[config.mk]
export PLATFORM = sky130hd
export DESIGN_NAME = writeback_unit
export DESIGN_NICKNAME = d
export VERILOG_FILES = /design/src/rtl/wb_pkg.sv /design/src/rtl/wb_arbiter.sv /design/src/rtl/writeback_unit.sv
export SDC_FILE = /design/constraint.sdc
export NUM_CORES = 1
export LEC_CHECK = 0
export ABC_AREA = 1
export BUFFER_PORTS_ARGS = -buffer_cell sky130_fd_sc_hd__buf_2
export CELL_PAD_IN_SITES_DETAIL_PLACEMENT = 1
export CELL_PAD_IN_SITES_GLOBAL_PLACEMENT = 1
export CORE_MARGIN = 2
export CORE_UTILIZATION = 33
export CTS_CLUSTER_DIAMETER = 120
export CTS_CLUSTER_SIZE = 28
export DETAILED_ROUTE_END_ITERATION = 8
export HOLD_SLACK_MARGIN = 0.02
export PLACE_DENSITY = 0.93
export SLEW_MARGIN = 0
export SYNTH_ARGS = -nofsm -noshare
export SYNTH_HDL_FRONTEND = slang
export SYNTH_SLANG_ARGS = --single-unit
[constraint.sdc]
create_clock -name clk -period 4.5 [get_ports clk]
set_input_delay 0.675 -clock clk [delete_from_list [all_inputs] [get_ports clk]]
set_output_delay 0.675 -clock clk [all_outputs]
set_load 0.1 [all_outputs]
[src/rtl/wb_pkg.sv]
// Shared types and constants for the writeback stage.
// Optional macro WB_BYPASS_EN is consumed by writeback_unit.
package wb_pkg;

  localparam int NUM_REGS  = 16;
  localparam int REG_IDX_W = 4;
  localparam int DATA_W    = 32;
  localparam int SP_REG    = 14;
  localparam int PC_REG    = 15;

  localparam logic [NUM_REGS-1:0] DEFAULT_PROTECT_MASK =
    (NUM_REGS'(1) << SP_REG) | (NUM_REGS'(1) << PC_REG);

  typedef struct packed {
    logic [REG_IDX_W-1:0] dreg;
    logic [DATA_W-1:0]    data;
  } wb_req_t;

  typedef enum logic [1:0] {
    SRC_NONE,
    SRC_ALU,
    SRC_LD
  } wb_src_e;

endpackage

[src/rtl/wb_arbiter.sv]
// Load-priority arbiter with an ALU anti-starvation counter.
// The ALU is forced through after MAX_WAIT consecutive losses.
module wb_arbiter
  import wb_pkg::*;
#(
  parameter int MAX_WAIT = 3
) (
  input  logic    clk,
  input  logic    reset_n,
  input  logic    alu_valid,
  input  logic    ld_valid,
  output logic    alu_ready,
  output logic    ld_ready,
  output wb_src_e src
);

  localparam int CW = $clog2(MAX_WAIT + 1);
  localparam logic [CW-1:0] WMAX = CW'(MAX_WAIT);

  logic [CW-1:0] wait_cnt;
  logic          alu_win;

  // Grant: loads first, unless the ALU has waited long enough
  always_comb begin
    alu_win   = alu_valid &&
                (!ld_valid || wait_cnt == WMAX);
    alu_ready = alu_win;
    ld_ready  = ld_valid && !alu_win;
    src       = SRC_NONE;
    unique case (1'b1)
      alu_ready: src = SRC_ALU;
      ld_ready:  src = SRC_LD;
      default:   src = SRC_NONE;
    endcase
  end

  // Count consecutive ALU losses, saturating
  always_ff @(posedge clk or negedge reset_n) begin
    if (!reset_n) begin
      wait_cnt <= '0;
    end else if (alu_valid && !alu_win) begin
      if (wait_cnt != WMAX)
        wait_cnt <= wait_cnt + CW'(1);
    end else begin
      wait_cnt <= '0;
    end
  end

endmodule

[src/rtl/writeback_unit.sv]
// WB stage: arbitrates results, drives the RF write port, tracks RAW.
// Macro WB_BYPASS_EN adds a same-cycle forwarding port.
module writeback_unit
  import wb_pkg::*;
#(
  parameter logic [NUM_REGS-1:0] PROTECT_MASK = DEFAULT_PROTECT_MASK,
  parameter int                  MAX_WAIT     = 3
) (
  input  logic                 clk,
  input  logic                 reset_n,
  input  logic                 alu_valid,
  output logic                 alu_ready,
  input  logic [REG_IDX_W-1:0] alu_dreg,
  input  logic [DATA_W-1:0]    alu_data,
  input  logic                 ld_valid,
  output logic                 ld_ready,
  input  logic [REG_IDX_W-1:0] ld_dreg,
  input  logic [DATA_W-1:0]    ld_data,
  input  logic                 alloc_valid,
  input  logic [REG_IDX_W-1:0] alloc_dreg,
`ifdef WB_BYPASS_EN
  input  logic [REG_IDX_W-1:0] byp_rreg,
  output logic                 byp_hit,
  output logic [DATA_W-1:0]    byp_data,
`endif
  output logic                 wr_en,
  output logic [REG_IDX_W-1:0] wr_dreg,
  output logic [DATA_W-1:0]    wr_data,
  output logic [NUM_REGS-1:0]  busy_vec,
  output logic                 prot_err
);

  wb_src_e               src;
  wb_req_t               req;
  logic                  grant;
  logic                  prot;
  logic [NUM_REGS-1:0]   busy_nxt;

  wb_arbiter #(
    .MAX_WAIT (MAX_WAIT)
  ) u_arb (
    .clk       (clk),
    .reset_n   (reset_n),
    .alu_valid (alu_valid),
    .ld_valid  (ld_valid),
    .alu_ready (alu_ready),
    .ld_ready  (ld_ready),
    .src       (src)
  );

  // Select the granted request and classify it
  always_comb begin
    req   = '0;
    grant = 1'b0;
    unique case (src)
      SRC_ALU: begin
        req   = '{dreg: alu_dreg, data: alu_data};
        grant = 1'b1;
      end
      SRC_LD: begin
        req   = '{dreg: ld_dreg, data: ld_data};
        grant = 1'b1;
      end
      default: begin
        req   = '0;
        grant = 1'b0;
      end
    endcase
    prot = grant && PROTECT_MASK[req.dreg];
  end

  // Scoreboard: clear on accept, then set on alloc so set wins
  always_comb begin
    busy_nxt = busy_vec;
    if (grant)
      busy_nxt[req.dreg] = 1'b0;
    if (alloc_valid)
      busy_nxt[alloc_dreg] = 1'b1;
  end

  // Output register and scoreboard state
  always_ff @(posedge clk or negedge reset_n) begin
    if (!reset_n) begin
      wr_en    <= 1'b0;
      wr_dreg  <= '0;
      wr_data  <= '0;
      busy_vec <= '0;
      prot_err <= 1'b0;
    end else begin
      wr_en    <= grant && !prot;
      prot_err <= prot;
      busy_vec <= busy_nxt;
      if (grant) begin
        wr_dreg <= req.dreg;
        wr_data <= req.data;
      end
    end
  end

`ifdef WB_BYPASS_EN
  // Forward the value being written this cycle
  always_comb begin
    byp_hit  = wr_en && (wr_dreg == byp_rreg);
    byp_data = wr_data;
  end
`endif

endmodule
* Word-level counts from Yosys, hierarchy flattened
Memory sizes are Yosys's and may differ from the RTL's.
Cells that the tools add are included.
** Word-level totals
- Output and inout bits :: 56
- Memories kept :: 1
- Register bits after elaboration :: 56
- Memory bits (read-only) :: 16
- Logic and storage cells :: 44
** Memory list
- (name not given) :: depth 16, bits a word 1, rd ports 1, clocked after Yosys merged registers in 0, write ports 0, line writeback_unit.sv:69 : prot = grant && PROTECT_MASK[req.dreg];
** Cells by class
- Mux-type cells :: 12
- $add $sub $neg :: 1
- $lt $le $gt $ge :: 4
- Reduce and logical (&&, ||, !) cells :: 12
- Equality and inequality tests :: 5
- Bitwise logic cells :: 3
** Operators by type and width (count)
- $pmux W36 S2 :: 1
- $mux W16 :: 2
- $and A16 B16 Y16 :: 1
- $not A16 Y16 :: 1
- $or A16 B16 Y16 :: 1
- $lt A4 B5 Y1 const B :: 2
- $demux W1 S4 :: 2
- $ge A4 B1 Y1 const B :: 2
- $logic_and A1 B1 Y1 :: 7
- $eq A2 B2 Y1 const B :: 2
- $mux W1 :: 4
- $mux W2 :: 2
- $ne A2 B2 Y1 const B :: 2
- $pmux W2 S2 :: 1
- $logic_not A1 Y1 :: 3
- $add A2 B1 Y2 const B :: 1
- $eq A2 B1 Y1 const B :: 1
- $reduce_or A2 Y1 :: 1
- $logic_or A1 B1 Y1 :: 1

* Logic depth before layout (Yosys ltp)
Gate-level depths: netlist (run 1).
- Depth in word-level cells :: 17
- Mapped depth :: 10

* Cells and area by module
A second synthesis (run 1) with hierarchy kept.
** Unflattened totals
- Cell total of the unflattened synthesis :: 331
- Area, all modules :: 2703.8 um^2
** By module, submodules not included
- writeback_unit :: seq. area each 1351.3 um^2, times used 1, cells an instance 319, area an instance 2591.2 um^2
- wb_arbiter :: seq. area each 50.0 um^2, times used 1, cells an instance 12, area an instance 112.6 um^2

* Worst setup path after synthesis (run 1)
OpenSTA, ideal clock, no wires.
- Path kind :: input-to-output
- Start :: input port alu_valid
- End :: output port ld_ready
- Stages :: 3
- Arrival time :: 1.626 ns
- Buffers on the path :: 2
- Required time :: 3.825 ns
- Setup slack :: 2.199 ns
- Path through :: buf_2 > a21oi_4 > buf_2
** Between the ends
- Longest elaborated chain between the ends :: 3
** Ends and longest elaborated chain
- start: declaration :: line writeback_unit.sv:11 : input logic alu_valid,
- $logic_and A1 B1 Y1 :: line wb_arbiter.sv:25 : alu_win = alu_valid &&
- $logic_not A1 Y1 :: line wb_arbiter.sv:28 : ld_ready = ld_valid && !alu_win;
- $logic_and A1 B1 Y1 :: line wb_arbiter.sv:28
- end: declaration :: line writeback_unit.sv:16 : output logic ld_ready,
Every way passes these cells.

* Worst setup path after layout (run 1)
- Start :: register u_arb.wait_cnt[0]
- End :: output port alu_ready
** Between the ends
- Longest elaborated chain between the ends :: 3
** Ends and longest elaborated chain
- start: declaration :: line wb_arbiter.sv:20 : logic [CW-1:0] wait_cnt;
- start signal: assignment :: line wb_arbiter.sv:43 : wait_cnt <= wait_cnt + CW'(1);
- $eq A2 B2 Y1 :: line wb_arbiter.sv:26 : (!ld_valid || wait_cnt == WMAX);
- $logic_or A1 B1 Y1 :: line wb_arbiter.sv:26
- $logic_and A1 B1 Y1 :: line wb_arbiter.sv:25
- end: declaration :: line writeback_unit.sv:12 : output logic alu_ready,
Every way passes these cells.

==> results of run 1 <==
==> power by group through the flow <==
| stage | Combinational (uW) | Sequential [uW] | Clock (uW) |
|---|---|---|---|
| after floorplan | 111 | 1110 | 0 |
| after detailed placement | 772 | 619 | 0 |
| after global placement | 761 | 615 | 0 |
| final | 767 | 608 | 351 |
| after global routing | 802 | 617 | 385 |
| after CTS | 773 | 609 | 364 |
==> critical path: stages, from the launching register on <==
cell,delay (ps)
dfrtp_1,370
ha_1,230
inv_1,60
nand2_1,170
nand2_1,80
inv_1,50
buf_4,300
buf_2,500
==> worst min-delay path by stage <==
| stage | endpoint | depth (start not counted) |
|---|---|---|
| 6_report | u_arb.wait_cnt[0]$_DFFE_PN0P_ | 1 |
| 4_1_cts | u_arb.wait_cnt[0]$_DFFE_PN0P_ | 1 |
| 5_1_grt | u_arb.wait_cnt[0]$_DFFE_PN0P_ | 1 |
| 3_3_place_gp | u_arb.wait_cnt[0]$_DFFE_PN0P_ | 1 |
| 3_5_place_dp | u_arb.wait_cnt[0]$_DFFE_PN0P_ | 1 |
| 2_1_floorplan | busy_vec[0]$_DFF_PN0_ | 0 |
==> flip-flops by register name, summed over array words and instances (netlist names) <==
| signal | cells |
|---|---|
| busy_vec | 16 |
| prot_err | 1 |
| u_arb.wait_cnt | 2 |
| wr_data | 32 |
| wr_dreg | 4 |
| wr_en | 1 |
==> final cells by class <==
type | instances | area share
Clock buffer | 7 | 0.0277
Clock inverter | 1 | 0.00864
Inverter | 16 | 0.0173
Sequential cell | 56 | 0.403
Tap cell | 102 | 0.0367
Multi-Input combinational cell | 237 | 0.302
Timing Repair Buffer | 140 | 0.205
==> per-stage QoR <==
step / cell area, um^2 / hold slack, ps / cells / worst slack [ps] / power, uW
2_1_floorplan: 2560 / 379 / 320 / 2200 / 1220
3_3_place_gp: 3350 / 426 / 551 / 1920 / 1380
3_5_place_dp: 3350 / 449 / 551 / 1890 / 1390
4_1_cts: 3470 / 461 / 559 / 1740 / 1750
5_1_grt: 3470 / 462 / 559 / 1590 / 1800
6_report: 3470 / 459 / 559 / 1750 / 1730
==> metal layers <==
metal / wire length (um) / vias to the layer above
met1: 3190 / 1245
met2: 3860 / 113
met5: 0 / -
met4: 70 / 0
met3: 625 / 7
li1: - / 1267
==> kinds of logic (layout without fill, tap and decap cells) <==
| kind of cell | count (synthesis) | in the layout | synth area share |
|---|---|---|---|
| AOI/OAI and AO/OA | 6 | 6 | 0.0161 |
| DFF | 56 | 56 | 0.547 |
| and+or+nand+nor | 230 | 230 | 0.388 |
| adders and majority gates | 1 | 1 | 0.00488 |
| buffers and inverters | 27 | 164 | 0.0444 |
==> layout by cell type (no fill, tap or decap), drive strengths merged <==
master / netlist / routed
nand2: 166 / 166
buf: 10 / 140
dfrtp: 56 / 56
nand3: 47 / 47
inv: 16 / 16
nor2: 13 / 13
clkbuf: 1 / 7
o21ai: 5 / 5
nor3: 3 / 3
a21oi: 1 / 1
nor3b: 1 / 1
ha: 1 / 1
bufinv: 0 / 1
==> results.txt, run 1 <==
Fillcell total = 997
Part of the power in registers = 0.352
Design internal power = 881 uW
Num CTS Buffers = 5
Antenna violations before repair = 0
Switching part of the total = 0.489
Post-synthesis sequential area ratio = 0.547
Most common flop cell mapped by yosys = dfrtp_1
RePlAce Congestion = 0.788
CTS Hold Bufs = 0
Setup repair after global routing missed its margin = no
Fraction of registers with async set/reset = 1.00
Pre-antenna DRT Iters = 4
R2R depth = 10
Routing usage on met2 = 0.338
Synth area leader = dfrtp_1
Final period util = 0.612
Worst setup EP type = output port
Tot GR Track Use = 0.187
Post-synthesis cell type count = 17
Wire length of the first global-routing pass = 12900 um
Flop2flop setup slack = 2640 ps
Synthesis-to-finish area growth = 35.5%
Crit path DAT = 2080 ps
Post-route clock skew = 8.69 ps
CTS tree = built
GR Util met1 = 0.227
Die area = 8490 um^2
Most common library cells after synthesis = nand2_1 (157), dfrtp_1 (56), nand3_1 (47)
Reg2reg end = wr_en$_DFF_PN0_
Syn nets = 402
Hold_sp = u_arb.wait_cnt[0]$_DFFE_PN0P_
Share of post-route cells with drive strength above 1 = 0.370
Initial drt markers = 58
Worst VDD drop = 0.000279 V
PD cells = 497 nW/um^2
Hold Vio Cnt, Final = 0
Hold crit path type = flip-flop to flip-flop
Detailed-route via count = 2632
Sw power = 845 uW
Latest clock arrival within the worst-skew pair = 300 ps
CTS sink count = 56
End point of the critical path = alu_ready
CP Class = flip-flop to output port
Synthesized area per cell = 8.01 um^2
Post-CTS Resized = 0
Yosys warnings = 0
GRT busiest layer = met2
Post-synth EDFFs = 0
Rel. slew slack = 0.525
Mapped Area = 2560 um^2
Largest net degree at the start of global routing = 57
Top-count cell post-synth = nand2_1
Multi-input logic area = 1050 um^2
Vias/cell = 4.71
Comb pwr share = 0.444
Remaining routing DRC violations = 0
Die Ht = 92.1 um
ANT nets after route = 0
Status = completed
H-tree levels = 2
Vias in the first global route = 2701
Row count = 32
Leakage Power = 0.00193 uW
Clock power share = 0.204
GRT met3 Usage = 0.0485
Worst path required time = 3830 ps
Die width = 92.1 um
Post-synth top area share = 0.547
Io pins = 137
CP Max Fanout = 33
Synth Instances = 320
Core footprint = 7610 um^2
Max cap viols = 0
Starting Density = 0.337
Fmax = 0.363 GHz
End-of-flow core utilization = 0.457
Worst-Margin Slew = 713 ps
Detail Placement HPWL = 6200 um
Final worst path period need = 2750 ps
Grt ovf = 0
Slew Limit Fails = 0
# diodes = 0
CTS root buf = clkbuf_8
Total negative setup slack = 0 ps
Critical path startpoint = u_arb.wait_cnt[0]$_DFFE_PN0P_
Post-detailed-route wirelength per cell = 13.8 um
Synth top area cells = dfrtp_1 (55%), nand2_1 (23%), nand3_1 (9.2%)
Seq cells post-synth = 56
Worst setup SP type = flip-flop
WL final = 7740 um
R2r startpoint = u_arb.wait_cnt[0]$_DFFE_PN0P_
Clock Path Buffers = 2
# Post-CTS Setup Buffers = 0
Buffers on Ports = 136
Register area = 1400 um^2
Clock-pin slew on the worst setup and hold paths = 90 ps
Setup violators final = 0
Final net count = 538
Power figures use the tool's default switching activity.
==> run 2, diff against run 1 <==
--- a/config.mk
+++ b/config.mk
@@ -10,12 +10,12 @@
 export CELL_PAD_IN_SITES_DETAIL_PLACEMENT = 1
 export CELL_PAD_IN_SITES_GLOBAL_PLACEMENT = 1
 export CORE_MARGIN = 2
-export CORE_UTILIZATION = 33
+export CORE_UTILIZATION = 28
 export CTS_CLUSTER_DIAMETER = 120
 export CTS_CLUSTER_SIZE = 28
 export DETAILED_ROUTE_END_ITERATION = 8
 export HOLD_SLACK_MARGIN = 0.02
-export PLACE_DENSITY = 0.93
+export PLACE_DENSITY = 0.85
 export SLEW_MARGIN = 0
 export SYNTH_ARGS = -nofsm -noshare
 export SYNTH_HDL_FRONTEND = slang
==> constraint.sdc (replaced) <==
create_clock -name clk -period 2.23 [get_ports clk]
set_input_delay 0.3345 -clock clk [delete_from_list [all_inputs] [get_ports clk]]
set_output_delay 0.3345 -clock clk [all_outputs]
set_load 0.1 [all_outputs]
==> results.txt, run 2 (synthesized netlist as in run 1, its figures left out) <==
Num CTS Buffers = 5 (unchanged)
Row count = 34 (+6.3%)
End point of the critical path = alu_ready
PD cells = 961 nW/um^2 (+93%)
Switching part of the total = 0.511 (+0.0217)
Clock power share = 0.170 (-0.034)
CP Class = flip-flop to output port
Design internal power = 1650 uW (+87%)
Fmax = 0.515 GHz
Worst setup SP type = flip-flop
Initial drt markers = 85 (+47%)
Final period util = 0.871
Reg2reg end = busy_vec[12]$_DFF_PN0_
CP Max Fanout = 7 (-79%)
Part of the power in registers = 0.366 (+0.014)
Buffers on Ports = 136 (unchanged)
R2r startpoint = u_arb.wait_cnt[0]$_DFFE_PN0P_
Comb pwr share = 0.464 (+0.020)
Clock Path Buffers = 2 (unchanged)
Slew Limit Fails = 0 (unchanged)
Detail Placement HPWL = 6720 um (+8.4%)
RePlAce Congestion = 0.785 (-0.37%)
Io pins = 137 (unchanged)
Starting Density = 0.291 (-0.0459)
Vias in the first global route = 2731 (+1.1%)
Most flop-heavy register = wr_data
Core footprint = 8810 um^2 (+16%)
Share of post-route cells with drive strength above 1 = 0.371 (+0.00113)
Largest net degree at the start of global routing = 27 (-53%)
Setup repair after global routing missed its margin = no
Setup violators final = 0 (unchanged)
Post-route clock skew = 9.66 ps (+0.970 ps)
Die width = 99.7 um (+8.2%)
CTS root buf = clkbuf_8
End-of-flow core utilization = 0.398 (-0.0586)
H-tree levels = 2 (unchanged)
Worst-Margin Slew = 584 ps (-129 ps)
Flop2flop setup slack = 490 ps (-2150 ps)
Tot GR Track Use = 0.167 (-0.0201)
Hold crit path type = input port to asynchronous set/reset pin
Detailed-route via count = 2585 (-1.8%)
Remaining routing DRC violations = 0 (unchanged)
Placed cell count = 561 (+1.8%)
Die area = 9940 um^2 (+17%)
Critical path startpoint = u_arb.wait_cnt[0]$_DFFE_PN0P_
Antenna violations before repair = 0 (unchanged)
Final instance area = 3510 um^2 (+0.90%)
Rel. slew slack = 0.610 (+0.0858)
CTS tree = built
Clock-pin slew on the worst setup and hold paths = 100 ps (about the same)
Hold Vio Cnt, Final = 0 (unchanged)
R2R depth = 9 (-1)
Final net count = 542 (+0.74%)
Sw power = 1720 uW (+100%)
Die Ht = 99.7 um (+8.2%)
Most common cell after layout, fill and taps aside = nand2_1
Largest stage delay, worst path = 380 ps (-120 ps)
Fillcell total = 1140 (+14%)
# Post-CTS Setup Buffers = 0 (unchanged)
Max FFs per register = 32 (unchanged)
Synthesis-to-finish area growth = 36.7%
Most frequent cells in the layout = nand2_1 (157), buf_2 (134), dfrtp_1 (56), nand3_1 (47), inv_1 (10)
Total negative setup slack = 0 ps (unchanged)
Latest clock arrival within the worst-skew pair = 300 ps (about the same)
CTS Hold Bufs = 0 (unchanged)
Post-detailed-route wirelength per cell = 14.5 um (+4.8%)
Final worst path period need = 1940 ps
Non-Filler Instances = 569 (+1.8%)
ANT nets after route = 0 (unchanged)
Pre-antenna DRT Iters = 4 (unchanged)
Max cap viols = 0 (unchanged)
WL final = 8250 um (+6.6%)
Worst setup EP type = output port
Wire length of the first global-routing pass = 13300 um (+3.1%)
Post-DP Area = 3420 um^2 (+2.0%)
Worst path required time = 1900 ps (-1930 ps)
Crit path DAT = 1610 ps (-470 ps)
Post-CTS Resized = 0 (unchanged)
Status = completed
Largest regs = wr_data: 32 flops, busy_vec: 16 flops, wr_dreg: 4 flops
Worst VDD drop = 0.000588 V (+110%)
Worst-path cell chain = ha_1 -> inv_1 -> nand2_1 -> nand2_1 -> inv_1 -> buf_12
Slowest CP cell = dfrtp_1
CTS sink count = 56 (unchanged)
Final Power = 3370 uW (+95%)
Leakage Power = 0.00194 uW (+0.54%)
Vias/cell = 4.54 (-3.5%)
# diodes = 0 (unchanged)
Grt ovf = 0 (unchanged)
run 2: cell types whose count changed in the layout (fill, tap and decap cells not counted), sizes merged:
| cell | change |
|---|---|
| clkbuf | +1 |
| buf | +4 |
| bufinv | -1 |
run 2: layout make-up:
type	count	area, um^2	share of cell area
Clock buffer	8	90.1	0.0257
Tap cell	108	135	0.0385
Sequential cell	56	1400	0.400
Multi-Input combinational cell	237	1050	0.299
Timing Repair Buffer	144	771	0.220
Inverter	16	60.1	0.0171
run 2: power by group through the flow:
stage	Clock, uW	Sequential (uW)	Combinational (uW)
2_1_floorplan	0	2250	224
3_3_place_gp	0	1240	1550
3_5_place_dp	0	1250	1580
4_1_cts	602	1230	1580
5_1_grt	638	1250	1630
6_report	574	1230	1560
run 2: worst min path at each step:
| stage | startpoint | slack [ps] | depth (start not counted) | to |
|---|---|---|---|---|
| 4_1_cts | reset_n | 30 | 1 | wr_data[1]$_DFFE_PN0P_ |
| 5_1_grt | reset_n | 50 | 1 | wr_data[1]$_DFFE_PN0P_ |
| 3_3_place_gp | reset_n | 360 | 1 | wr_data[4]$_DFFE_PN0P_ |
| 2_1_floorplan | reset_n | 40 | 0 | busy_vec[0]$_DFF_PN0_ |
| 3_5_place_dp | reset_n | 380 | 1 | wr_data[1]$_DFFE_PN0P_ |
| 6_report | reset_n | 20 | 1 | wr_data[1]$_DFFE_PN0P_ |
run 2: critical path, delay by kind of cell, from the launching register on:
kind	cells	cell delay, ps
flip-flops	1	380
AND/OR/NAND/NOR	2	270
buffers and inverters	3	420
adder cells (fa/ha/maj)	1	230
run 2: layer usage:
metal / wire length (um) / part of all wire / track usage / vias to the layer above
met1: 3560 / 0.43 / 0.199 / 1223
met4: 60 / 0.0073 / 0.0390 / 0
met5: 0 / 0 / 0 / -
li1: - / - / - / 1275
met3: 513 / 0.062 / 0.0387 / 4
met2: 4120 / 0.50 / 0.306 / 83
run 2: metrics by stage:
step / hold WS, ps / setup slack, ps
final: 19.9 / 288
after global routing: 53.0 / 161
after CTS: 33.3 / 258
after detailed placement: 376 / 478
after global placement: 364 / 602
after floorplan: 38.9 / 490
==> run 3, diff against run 2 <==
--- a/config.mk
+++ b/config.mk
@@ -5,18 +5,15 @@
 export SDC_FILE = /design/constraint.sdc
 export NUM_CORES = 1
 export LEC_CHECK = 0
-export ABC_AREA = 1
 export BUFFER_PORTS_ARGS = -buffer_cell sky130_fd_sc_hd__buf_2
 export CELL_PAD_IN_SITES_DETAIL_PLACEMENT = 1
 export CELL_PAD_IN_SITES_GLOBAL_PLACEMENT = 1
-export CORE_MARGIN = 2
-export CORE_UTILIZATION = 28
+export CORE_UTILIZATION = 30
 export CTS_CLUSTER_DIAMETER = 120
 export CTS_CLUSTER_SIZE = 28
 export DETAILED_ROUTE_END_ITERATION = 8
 export HOLD_SLACK_MARGIN = 0.02
-export PLACE_DENSITY = 0.85
-export SLEW_MARGIN = 0
+export PLACE_DENSITY = 0.84
 export SYNTH_ARGS = -nofsm -noshare
 export SYNTH_HDL_FRONTEND = slang
 export SYNTH_SLANG_ARGS = --single-unit
==> results.txt, run 3 <==
Leakage Power = 0.00172 uW (-11%)
Flop2flop setup slack = 150 ps (-340 ps)
Worst-Margin Slew = 541 ps (-43.5 ps)
Fmax = 0.464 GHz (-9.9%)
Mapped Area = 2820 um^2 (+10%)
Setup repair after global routing missed its margin = no
# Post-CTS Setup Buffers = 0 (unchanged)
PD cells = 934 nW/um^2 (-2.8%)
Synthesis-to-finish area growth = 31.5%
Final period util = 0.967 (+0.0959)
Post-CTS Resized = 0 (unchanged)
Die width = 99.0 um (-0.71%)
Hold Vio Cnt, Final = 0 (unchanged)
R2R depth = 6 (-3)
Detail Placement HPWL = 6550 um (-2.4%)
Post-synth top area share = 0.497 (-0.0499)
Max cap viols = 0 (unchanged)
Routing usage on met2 = 0.335 (+0.0290)
Post-synth EDFFs = 0 (unchanged)
Num CTS Buffers = 5 (unchanged)
GRT busiest layer = met2
RePlAce Congestion = 0.812 (+3.4%)
Tot GR Track Use = 0.182 (+0.0149)
Syn nets = 356 (-11%)
CTS root buf = clkbuf_8
Post-synthesis cell type count = 31 (+14)
Slowest CP cell = buf_2
Post-synthesis sequential area ratio = 0.497 (-0.0499)
Seq cells post-synth = 56 (unchanged)
Core footprint = 9200 um^2 (+4.4%)
Wire length of the first global-routing pass = 14100 um (+6.5%)
Row count = 35 (+2.9%)
CP Class = flip-flop to output port
Top-count cell post-synth = nor2_1
Total negative setup slack = 0 ps (unchanged)
Most common cell after layout, fill and taps aside = buf_2
Detailed-route via count = 2685 (+3.9%)
Most flop-heavy register = wr_data
Vias in the first global route = 2743 (+0.44%)
Worst setup EP type = output port
ANT nets after route = 0 (unchanged)
Synth top area cells = dfrtp_1 (50%), mux2_2 (13%), nor2_1 (8.9%)
Worst setup SP type = flip-flop
Post-route clock skew = 18.5 ps (+8.88 ps)
Pre-antenna DRT Iters = 4 (unchanged)
WL final = 8780 um (+6.4%)
Reg2reg end = busy_vec[10]$_DFF_PN0_
Worst setup margin = 73.7 ps (-214 ps)
Buffers on Ports = 136 (unchanged)
Largest net degree at the start of global routing = 33 (+22%)
CTS Hold Bufs = 1 (+1)
Initial drt markers = 73 (-14%)
Synthesized area per cell = 10.3 um^2 (+29%)
Share of post-route cells with drive strength above 1 = 0.474 (+0.103)
Slew Limit Fails = 0 (unchanged)
Synth Instances = 274 (-14%)
Setup violators final = 0 (unchanged)
Hold Path Depth = 3
Post-detailed-route wirelength per cell = 16.9 um (+16%)
End-of-flow core utilization = 0.403 (+0.00528)
Fraction of registers with async set/reset = 1.00 (unchanged)
Synth area leader = dfrtp_1
Fillcell total = 1110 (-2.6%)
Latest clock arrival within the worst-skew pair = 320 ps (+20 ps)
Final worst path period need = 2160 ps (+214 ps)
Die area = 9800 um^2 (-1.4%)
CP Max Fanout = 7 (unchanged)
Hold_sp = ld_data[21]
Yosys warnings = 0 (unchanged)
Die Ht = 99.0 um (-0.71%)
Hold crit path type = input port to flip-flop
Remaining routing DRC violations = 0 (unchanged)
Final net count = 490 (-9.6%)
Most common library cells after synthesis = nor2_1 (67), dfrtp_1 (56), mux2_2 (32), o22ai_1 (32), o41ai_1 (14)
Worst-path cell chain = ha_1 -> nand2b_1 -> and2_1 -> buf_2
Worst path required time = 1900 ps (about the same)
Largest regs = wr_data: 32 flops, busy_vec: 16 flops, wr_dreg: 4 flops
Clock-pin slew on the worst setup and hold paths = 130 ps (+30 ps)
Status = completed
GRT met3 Usage = 0.0284 (-0.0103)
# diodes = 0 (unchanged)
GR Util met1 = 0.226 (+0.0267)
Pre-CTS WS = 166 ps (-312 ps)
Hold Path End = wr_data[21]$_DFFE_PN0P_
H-tree levels = 2 (unchanged)
Most common flop cell mapped by yosys = dfrtp_1
Crit path DAT = 1820 ps (+210 ps)
Most frequent cells in the layout = buf_2 (136), nor2_1 (67), dfrtp_1 (56), mux2_2 (32), o22ai_1 (32)
Max FFs per register = 32 (unchanged)
Rel. slew slack = 0.639 (+0.0290)
CTS sink count = 56 (unchanged)
Worst VDD drop = 0.000614 V (+4.4%)
Starting Density = 0.307 (+0.0157)
Io pins = 137 (unchanged)
Antenna violations before repair = 0 (unchanged)
Multi-input logic area = 1310 um^2 (+25%)
Register area = 1400 um^2 (unchanged)
Largest stage delay, worst path = 430 ps (+50 ps)
Grt ovf = 0 (unchanged)
R2r startpoint = u_arb.wait_cnt[0]$_DFFE_PN0P_
Clock Path Buffers = 2 (unchanged)
Vias/cell = 5.16 (+14%)
CTS tree = built
[run 3: layout make-up]
class / count / share of cell area
multi-input combinational: 198 / 0.353
clock buffer: 5 / 0.0185
sequential: 56 / 0.378
timing repair buffer: 146 / 0.204
clock inverter: 3 / 0.00776
inverter: 1 / 0.00101
tap: 111 / 0.0374
[run 3: cells by family (layout without fill, tap and decap cells)]
group	after synthesis	after routing	synth area share
and+or+nand+nor	93	93	0.145
AOI/OAI and AO/OA	72	72	0.188
DFF	56	56	0.497
muxes	32	32	0.128
buffers and inverters	20	155	0.0390
adders and majority gates	1	1	0.00443
[run 3: critical path: cells and delay by family, from the launching register on]
| family | cells | cell delay, ps |
|---|---|---|
| adder cells (fa/ha/maj) | 1 | 230 |
| AND/OR/NAND/NOR | 2 | 450 |
| flip-flops | 1 | 390 |
| buffers and inverters | 1 | 430 |
[run 3: worst max path at each step]
stage                                        startpoint                     end  slack [ps]  cells after the start
after detailed placement  u_arb.wait_cnt[0]$_DFFE_PN0P_  busy_vec[10]$_DFF_PN0_         170                      6
after CTS                 u_arb.wait_cnt[0]$_DFFE_PN0P_               alu_ready          60                      4
after floorplan           u_arb.wait_cnt[0]$_DFFE_PN0P_  busy_vec[12]$_DFF_PN0_         210                      7
after global placement    u_arb.wait_cnt[0]$_DFFE_PN0P_   busy_vec[5]$_DFF_PN0_         360                      5
final                     u_arb.wait_cnt[0]$_DFFE_PN0P_               alu_ready          70                      4
after global routing      u_arb.wait_cnt[0]$_DFFE_PN0P_               alu_ready           2                      4
[run 3: metal layers]
| metal | share of wire | routed length, um | vias up |
|---|---|---|---|
| met5 | 0 | 0 | - |
| met4 | 0.0032 | 28 | 0 |
| met3 | 0.043 | 377 | 2 |
| met2 | 0.53 | 4640 | 77 |
| met1 | 0.43 | 3730 | 1330 |
| li1 | - | - | 1276 |
[run 3: report_power, final]
group | total, uW | switching [uW] | internal (uW) | leakage [uW]
Sequential | 1230 | 79.0 | 1150 | 0.000655
Clock | 622 | 383 | 239 | 0.0000511
Combinational | 1610 | 1310 | 303 | 0.00102
Total | 3460 | 1770 | 1690 | 0.00172
[run 3: through the flow]
step,hold slack [ps],std cells,cell area (um^2),total power (uW)
global route,236,520,3710,3610
global placement,288,511,3600,2830
finish,246,520,3710,3460
floorplan,38.9,274,2820,2520
CTS,236,520,3710,3500
detailed placement,287,511,3600,2870
